### src/rtl/uart_host_pkg.sv
// Shared types for the UART host sequencer: FSM state encoding and the
// position of each request byte in the transmit order.
package uart_host_pkg;

  typedef enum logic [2:0] {
    IDLE,
    LOAD,
    WAIT_TX,
    WAIT_RX,
    DONE
  } state_t;

  localparam logic [1:0] IDX_A  = 2'd0;
  localparam logic [1:0] IDX_B  = 2'd1;
  localparam logic [1:0] IDX_OP = 2'd2;

endpackage

### src/rtl/uart_host_sequencer_if.sv
// Request/response and transmitter/receiver handshake bundle of the UART
// host sequencer. The master modport is the sequencer's view; the slave
// modport is the view of the user logic and the tx/rx pair around it.
interface uart_host_sequencer_if #(
  parameter int DBIT = 8
);
  logic            i_req;
  logic [DBIT-1:0] i_op_a;
  logic [DBIT-1:0] i_op_b;
  logic [DBIT-1:0] i_opcode;
  logic            o_busy;
  logic            o_tx_start;
  logic [DBIT-1:0] o_tx_data;
  logic            i_tx_done;
  logic            i_rx_done;
  logic [DBIT-1:0] i_rx_data;
  logic [DBIT-1:0] o_result;
  logic            o_valid;
  logic            o_timeout;

  modport master (
    input  i_req, i_op_a, i_op_b, i_opcode, i_tx_done, i_rx_done, i_rx_data,
    output o_busy, o_tx_start, o_tx_data, o_result, o_valid, o_timeout
  );

  modport slave (
    output i_req, i_op_a, i_op_b, i_opcode, i_tx_done, i_rx_done, i_rx_data,
    input  o_busy, o_tx_start, o_tx_data, o_result, o_valid, o_timeout
  );

endinterface

### src/rtl/uart_host_timer.sv
// Response timer: counts enabled cycles from a synchronous clear and flags
// the terminal count TIMEOUT-1 combinationally.
module uart_host_timer #(
  parameter int TO_W    = 16,
  parameter int TIMEOUT = 50000
) (
  input  logic i_clock,
  input  logic i_reset,
  input  logic i_clear,
  input  logic i_enable,
  output logic o_tc
);

  logic [TO_W-1:0] cnt;

  // Cycle counter; clear has priority over counting.
  always_ff @(posedge i_clock or negedge i_reset) begin
    if (!i_reset) begin
      cnt <= '0;
    end else if (i_clear) begin
      cnt <= '0;
    end else if (i_enable) begin
      cnt <= cnt + TO_W'(1);
    end
  end

  assign o_tc = (cnt == TO_W'(TIMEOUT - 1));

endmodule

### src/rtl/uart_host_sequencer.sv
// UART host sequencer: sends operand A, operand B and opcode as three bytes
// through the transmitter handshake, then waits for one result byte from the
// receiver or reports a timeout.
// Optional feature macro: UART_HOST_RETRY_EN -- the first timeout of a
// transaction re-sends all three bytes instead of reporting; a second
// timeout is reported.
module uart_host_sequencer
  import uart_host_pkg::*;
#(
  parameter int DBIT    = 8,
  parameter int TO_W    = 16,
  parameter int TIMEOUT = 50000
) (
  input  logic                 i_clock,
  input  logic                 i_reset,
  uart_host_sequencer_if.master bus
);

  state_t          state;
  logic [1:0]      idx;
  logic [DBIT-1:0] op_a;
  logic [DBIT-1:0] op_b;
  logic [DBIT-1:0] opcode;
  logic            tmr_clear;
  logic            tmr_en;
  logic            tmr_tc;
`ifdef UART_HOST_RETRY_EN
  logic            retried;
`endif

  function automatic logic [DBIT-1:0] pick_byte(input logic [1:0] i,
                                                input logic [DBIT-1:0] a,
                                                input logic [DBIT-1:0] b,
                                                input logic [DBIT-1:0] op);
    case (i)
      IDX_A:   pick_byte = a;
      IDX_B:   pick_byte = b;
      default: pick_byte = op;
    endcase
  endfunction

  // The timer restarts on the done tick of the last byte and runs only while
  // the response is awaited.
  assign tmr_clear = (state == WAIT_TX) && bus.i_tx_done && (idx == IDX_OP);
  assign tmr_en    = (state == WAIT_RX);

  uart_host_timer #(
    .TO_W    (TO_W),
    .TIMEOUT (TIMEOUT)
  ) u_timer (
    .i_clock  (i_clock),
    .i_reset  (i_reset),
    .i_clear  (tmr_clear),
    .i_enable (tmr_en),
    .o_tc     (tmr_tc)
  );

  // Transaction FSM. Start/valid/timeout are registered one-cycle pulses;
  // o_tx_start is raised on the edge that enters LOAD, so it is high exactly
  // during the LOAD cycle and o_tx_data is already stable with it.
  always_ff @(posedge i_clock or negedge i_reset) begin
    if (!i_reset) begin
      state          <= IDLE;
      idx            <= IDX_A;
      op_a           <= '0;
      op_b           <= '0;
      opcode         <= '0;
      bus.o_busy     <= 1'b0;
      bus.o_tx_start <= 1'b0;
      bus.o_tx_data  <= '0;
      bus.o_result   <= '0;
      bus.o_valid    <= 1'b0;
      bus.o_timeout  <= 1'b0;
`ifdef UART_HOST_RETRY_EN
      retried        <= 1'b0;
`endif
    end else begin
      bus.o_tx_start <= 1'b0;
      bus.o_valid    <= 1'b0;
      bus.o_timeout  <= 1'b0;
      case (state)
        IDLE: begin
          if (bus.i_req) begin
            op_a           <= bus.i_op_a;
            op_b           <= bus.i_op_b;
            opcode         <= bus.i_opcode;
            idx            <= IDX_A;
            bus.o_busy     <= 1'b1;
            bus.o_tx_data  <= bus.i_op_a;
            bus.o_tx_start <= 1'b1;
`ifdef UART_HOST_RETRY_EN
            retried        <= 1'b0;
`endif
            state          <= LOAD;
          end
        end
        LOAD: begin
          state <= WAIT_TX;
        end
        WAIT_TX: begin
          if (bus.i_tx_done) begin
            if (idx != IDX_OP) begin
              idx            <= idx + 2'd1;
              bus.o_tx_data  <= pick_byte(idx + 2'd1, op_a, op_b, opcode);
              bus.o_tx_start <= 1'b1;
              state          <= LOAD;
            end else begin
              state <= WAIT_RX;
            end
          end
        end
        WAIT_RX: begin
          // A result on the terminal-count cycle still counts as a result.
          if (bus.i_rx_done) begin
            bus.o_result <= bus.i_rx_data;
            bus.o_valid  <= 1'b1;
            state        <= DONE;
          end else if (tmr_tc) begin
`ifdef UART_HOST_RETRY_EN
            if (!retried) begin
              retried        <= 1'b1;
              idx            <= IDX_A;
              bus.o_tx_data  <= op_a;
              bus.o_tx_start <= 1'b1;
              state          <= LOAD;
            end else begin
              bus.o_timeout <= 1'b1;
              state         <= DONE;
            end
`else
            bus.o_timeout <= 1'b1;
            state         <= DONE;
`endif
          end
        end
        DONE: begin
          bus.o_busy <= 1'b0;
          state      <= IDLE;
        end
        default: begin
          state <= IDLE;
        end
      endcase
    end
  end

endmodule
### src/flat_wrapper.sv
// flat-port wrapper written by rule: the top's interface ports become plain ports
module uart_host_sequencer_flat import uart_host_pkg::*;
#(
  parameter int DBIT    = 8,
  parameter int TO_W    = 16,
  parameter int TIMEOUT = 50000
)
  (i_clock, i_reset, bus_i_req, bus_i_op_a, bus_i_op_b, bus_i_opcode, bus_i_tx_done, bus_i_rx_done, bus_i_rx_data, bus_o_busy, bus_o_tx_start, bus_o_tx_data, bus_o_result, bus_o_valid, bus_o_timeout);
  uart_host_sequencer_if #(.DBIT(DBIT)) bus_i ();
  input  logic i_clock;
  input  logic i_reset;
  input wire logic [$bits(bus_i.i_req)-1:0] bus_i_req;
  input wire logic [$bits(bus_i.i_op_a)-1:0] bus_i_op_a;
  input wire logic [$bits(bus_i.i_op_b)-1:0] bus_i_op_b;
  input wire logic [$bits(bus_i.i_opcode)-1:0] bus_i_opcode;
  input wire logic [$bits(bus_i.i_tx_done)-1:0] bus_i_tx_done;
  input wire logic [$bits(bus_i.i_rx_done)-1:0] bus_i_rx_done;
  input wire logic [$bits(bus_i.i_rx_data)-1:0] bus_i_rx_data;
  output wire logic [$bits(bus_i.o_busy)-1:0] bus_o_busy;
  output wire logic [$bits(bus_i.o_tx_start)-1:0] bus_o_tx_start;
  output wire logic [$bits(bus_i.o_tx_data)-1:0] bus_o_tx_data;
  output wire logic [$bits(bus_i.o_result)-1:0] bus_o_result;
  output wire logic [$bits(bus_i.o_valid)-1:0] bus_o_valid;
  output wire logic [$bits(bus_i.o_timeout)-1:0] bus_o_timeout;
  assign bus_i.i_req = bus_i_req;
  assign bus_i.i_op_a = bus_i_op_a;
  assign bus_i.i_op_b = bus_i_op_b;
  assign bus_i.i_opcode = bus_i_opcode;
  assign bus_i.i_tx_done = bus_i_tx_done;
  assign bus_i.i_rx_done = bus_i_rx_done;
  assign bus_i.i_rx_data = bus_i_rx_data;
  assign bus_o_busy = bus_i.o_busy;
  assign bus_o_tx_start = bus_i.o_tx_start;
  assign bus_o_tx_data = bus_i.o_tx_data;
  assign bus_o_result = bus_i.o_result;
  assign bus_o_valid = bus_i.o_valid;
  assign bus_o_timeout = bus_i.o_timeout;
  uart_host_sequencer #(.DBIT(DBIT), .TO_W(TO_W), .TIMEOUT(TIMEOUT)) u_core (.i_clock(i_clock), .i_reset(i_reset), .bus(bus_i));
endmodule
### config.mk
export PLATFORM = sky130hd
export DESIGN_NAME = uart_host_sequencer_flat
export DESIGN_NICKNAME = d
export VERILOG_FILES = /design/src/rtl/uart_host_pkg.sv /design/src/rtl/uart_host_sequencer_if.sv /design/src/rtl/uart_host_timer.sv /design/src/rtl/uart_host_sequencer.sv /design/src/flat_wrapper.sv
export SDC_FILE = /design/constraint.sdc
export NUM_CORES = 1
export LEC_CHECK = 0
export ABC_AREA = 0
export CAP_MARGIN = 20
export CORE_MARGIN = 1.5
export CORE_UTILIZATION = 30
export CTS_BUF_LIST = sky130_fd_sc_hd__clkbuf_4 sky130_fd_sc_hd__clkbuf_8 sky130_fd_sc_hd__clkbuf_16
export DETAILED_ROUTE_END_ITERATION = 7
export PLACE_DENSITY = 0.57
export SLEW_MARGIN = 25
export SYNTH_ARGS = -nofsm -noshare
export SYNTH_HDL_FRONTEND = slang
export SYNTH_SLANG_ARGS = --single-unit
### constraint.sdc
create_clock -name i_clock -period 1.8 [get_ports i_clock]
set_input_delay 0.36 -clock i_clock [delete_from_list [all_inputs] [get_ports i_clock]]
set_output_delay 0.36 -clock i_clock [all_outputs]
set_load 0.02 [all_outputs]
==> run summary <==
Run status: finished clean
Placer Congestion: 0.757
YS warnings: 0
GR Util All Layers: 13.5%
Final Setup Violations: 0
Final wirelength: 6760 µm
Area of the multi-input gates: 1310 µm²
FF+latch area: 1630 µm²
Syn_nets: 301
Drt drc: 0
I/O pin cnt: 57
Slowest stage delay, CP: 0.61 ns
Main synth FF type: dfrtp_1
Max IR drop VDD: 0.000729 V
Pre-CTS setup slack: -0.191 ns
Number of buffers inserted by port buffering: 56
Worst-margin pin slew: 0.427 ns
Die area: 10800 µm²
Cell variety after synth: 44
Avg Cell Area, Syn: 11.7 µm²
Synth Instances: 260
Max Freq: 591 MHz
Required @ worst endpoint: 1.44 ns
Detailed-placement wirelength estimate: 4640 µm
Rel. slew slack: 71.4%
Clock Pin Slew Worst Setup and Hold Paths: 0.08 ns
Final hold vios: 0
Cell taking the most area after synthesis: dfrtp_1
CTS Buffer Depth: 2
Share of layout cells above drive strength 1: 22.4%
CP Cell Sequence: clkdlybuf4s50_1
Largest net degree at the start of global routing: 66
FF-to-FF End: u_core.op_a[6]$_DFFE_PN0P_
Yosys top cell area share: 53.4%
Starting DRT DRC Count: 112
Hold WC Path Type: primary input to async pin
RSZ-0062 raised after global routing: false
NumNets Final: 366
CP delay by family, top: buffers and inverters
Die X: 104 µm
Final TNS setup: 0 ns
Final Critical Period: 1.69 ns
Synthesis-to-layout area growth: 32.0%
First-pass GRT wire length: 11400 µm
Fin util: 41.0%
WP data arrival: 1.33 ns
Core ar.: 9820 µm²
Post-route ant nets: 0
Static Leak: 1.67 nW
Finished layout cell area: 4020 µm²
Final Max Tran Viols: 0
Vias per cell: 4.76
Via count: 2205
Final worst slack: 0.108 ns
Worst Path Buf+Inv: 1
Routed WL per cell: 14.6 µm
CP max-delay cell: clkdlybuf4s50_1
Worst Setup End Kind: output pin
Number of hold buffers added after CTS: 0
Register-to-Register Path Depth: 3
Grt total ovfl: 0
Sequential-to-total area share from yosys stat: 53.4%
PwrDens: 1740 nW/µm²
Reg-to-reg slack, setup: 0.11 ns
Final Skew: 0.0113 ns
Synth Register Bits: 65
Dpl cell area: 3750 µm²
Die Y: 104 µm
First-pass DRT Iterations: 4
Antenna violations before repair: 0
Clock Sinks: 65
Clock root buffer: clkbuf_8
Initial core utilization: 31.0%
Number of max-cap violations: 0
Diode count: 0
Depth of the CTS H-tree: 3
WS Path Type: flip-flop to output pin
# rows: 36
Reg-to-Reg Start: u_core.state[1]$_DFFE_PN0P_
CTS tree: built
Clock buffer count from CTS: 9
FFs w/ async S/R, synth: 100%
Clock Latency Late Sink: 0.35 ns
Post-synth EDFFs: 0
Critical Path Start Type: flip-flop
Worst Path Max Fanout: 2
Vias in the first global route: 2248
Area contributors post-synth: dfrtp_1 (53%), mux2_2 (12%), nand2_1 (2.3%)
Final period util: 94.0%
Mapped Area: 3050 µm²
Fillers: 1008
## registers in the layout, summed over array words and instances (netlist names), 2 cells and up
register and cells:
u_core.bus.o_tx_data 8, u_core.bus.o_result 8, u_core.opcode 8, u_core.state 3, u_core.idx 2, u_core.u_timer.cnt 16, u_core.op_a 8, u_core.op_b 8
## cells by family after synthesis
logic type | after synthesis | synth area share [%]
AOI/OAI and AO/OA | 39 | 8.34
xor gates and xnor gates | 10 | 2.88
adders and majority gates | 4 | 1.64
buffers and inverters | 22 | 4.56
DFF | 65 | 53.4
muxes | 34 | 12.5
and+or+nand+nor | 86 | 16.7
## cells in the mapped netlist, types with 2 or more instances
cell and count:
nand3_1 7, nor2_1 13, nor3_1 10, a21oi_1 13
o21ai_0 10, a221oi_1 8, nand2_1 19, o21ai_2 2
mux2_2 32, buf_4 2, nor3_2 2, buf_2 3
xor2_1 4, nand4_1 5, nor2b_1 9, inv_1 8
and3_1 3, a211o_1 2, xnor2_1 6, nor4_1 3
or3_1 2, buf_6 6, ha_1 4, buf_1 2
mux2i_1 2, dfrtp_1 65
## layer usage
metal | part of all wire, % | routed length [µm] | up-vias | track usage (%)
li1 | - | - | 1056 | -
met1 | 46 | 3140 | 1085 | 18.2
met2 | 48 | 3250 | 62 | 20.4
met3 | 5.5 | 374 | 2 | 5.41
met4 | 0.059 | 4 | 0 | 3.27
met5 | 0 | 0 | - | 0
## power breakdown
group          internal (mW)  switching, mW  total [mW]
Combinational           1.48           1.39        2.87
Clock                  0.822          0.588        1.41
Sequential              2.17          0.567        2.73
Total                   4.47           2.55        7.02
## how the worst max path moves through the flow
stage	depth (start not counted)	slack (ns)	from	endpoint
after floorplan	4	0.17	u_core.state[1]$_DFFE_PN0P_	u_core.op_a[2]$_DFFE_PN0P_
after global placement	5	-0.17	bus_i_tx_done	u_core.bus.o_tx_start$_DFF_PN0_
after detailed placement	5	-0.19	bus_i_tx_done	u_core.bus.o_tx_start$_DFF_PN0_
after CTS	6	0.02	u_core.idx[0]$_DFFE_PN0P_	u_core.bus.o_tx_data[2]$_DFFE_PN0P_
after global routing	6	0.007	u_core.idx[0]$_DFFE_PN0P_	u_core.idx[1]$_DFFE_PN0P_
final	1	0.11	u_core.bus.o_tx_data[6]$_DFFE_PN0P_	bus_o_tx_data[6]
## stage by stage
stage	power, mW	std cells	hold WS (ns)
2_1_floorplan	4.65	260	0.0644
3_3_place_gp	5.51	446	0.411
3_5_place_dp	5.58	446	0.408
4_1_cts	7.05	462	0.0261
5_1_grt	7.55	463	0.0377
6_report	7.02	463	0.00688
## final cells by class
| cell class | count | share of cell area (%) |
|---|---|---|
| clock buffers | 10 | 3.42 |
| multi-input cells | 173 | 32.6 |
| well taps | 133 | 4.14 |
| inverters | 8 | 0.747 |
| flip-flops and latches | 65 | 40.5 |
| clock inverters | 6 | 2.24 |
| repair buffers | 68 | 16.4 |
## layout by cell type (no fill, tap or decap), types with 2 or more instances in the layout
master            n
dfrtp_1          64
clkdlybuf4s50_1  55
mux2_2           32
nand2_1          19
a21oi_1          13
nor2_1           13
buf_4            11
nor3_1           10
o21ai_0          10
clkbuf_8         10
nor2b_1           9
inv_1             8
a221oi_1          7
nand3_1           7
xnor2_1           6
nand4_1           5
xor2_1            4
and3_1            3
nor4_1            3
ha_1              3
nor3_2            2
o21ai_2           2
nor4_4            2
mux2i_1           2
a211o_1           2
or3_1             2
bufinv_16         2
## what timing repair did
| action | 4_1_cts | 5_1_grt |
|---|---|---|
| pin swaps | 0 | 1 |
| buffers inserted | 0 | 1 |
| cloned | 0 | 0 |
| resized for setup | 1 | 5 |
| setup endpoints to repair | 1 | 16 |
Note: power is estimated with default switching activity, not from simulation.
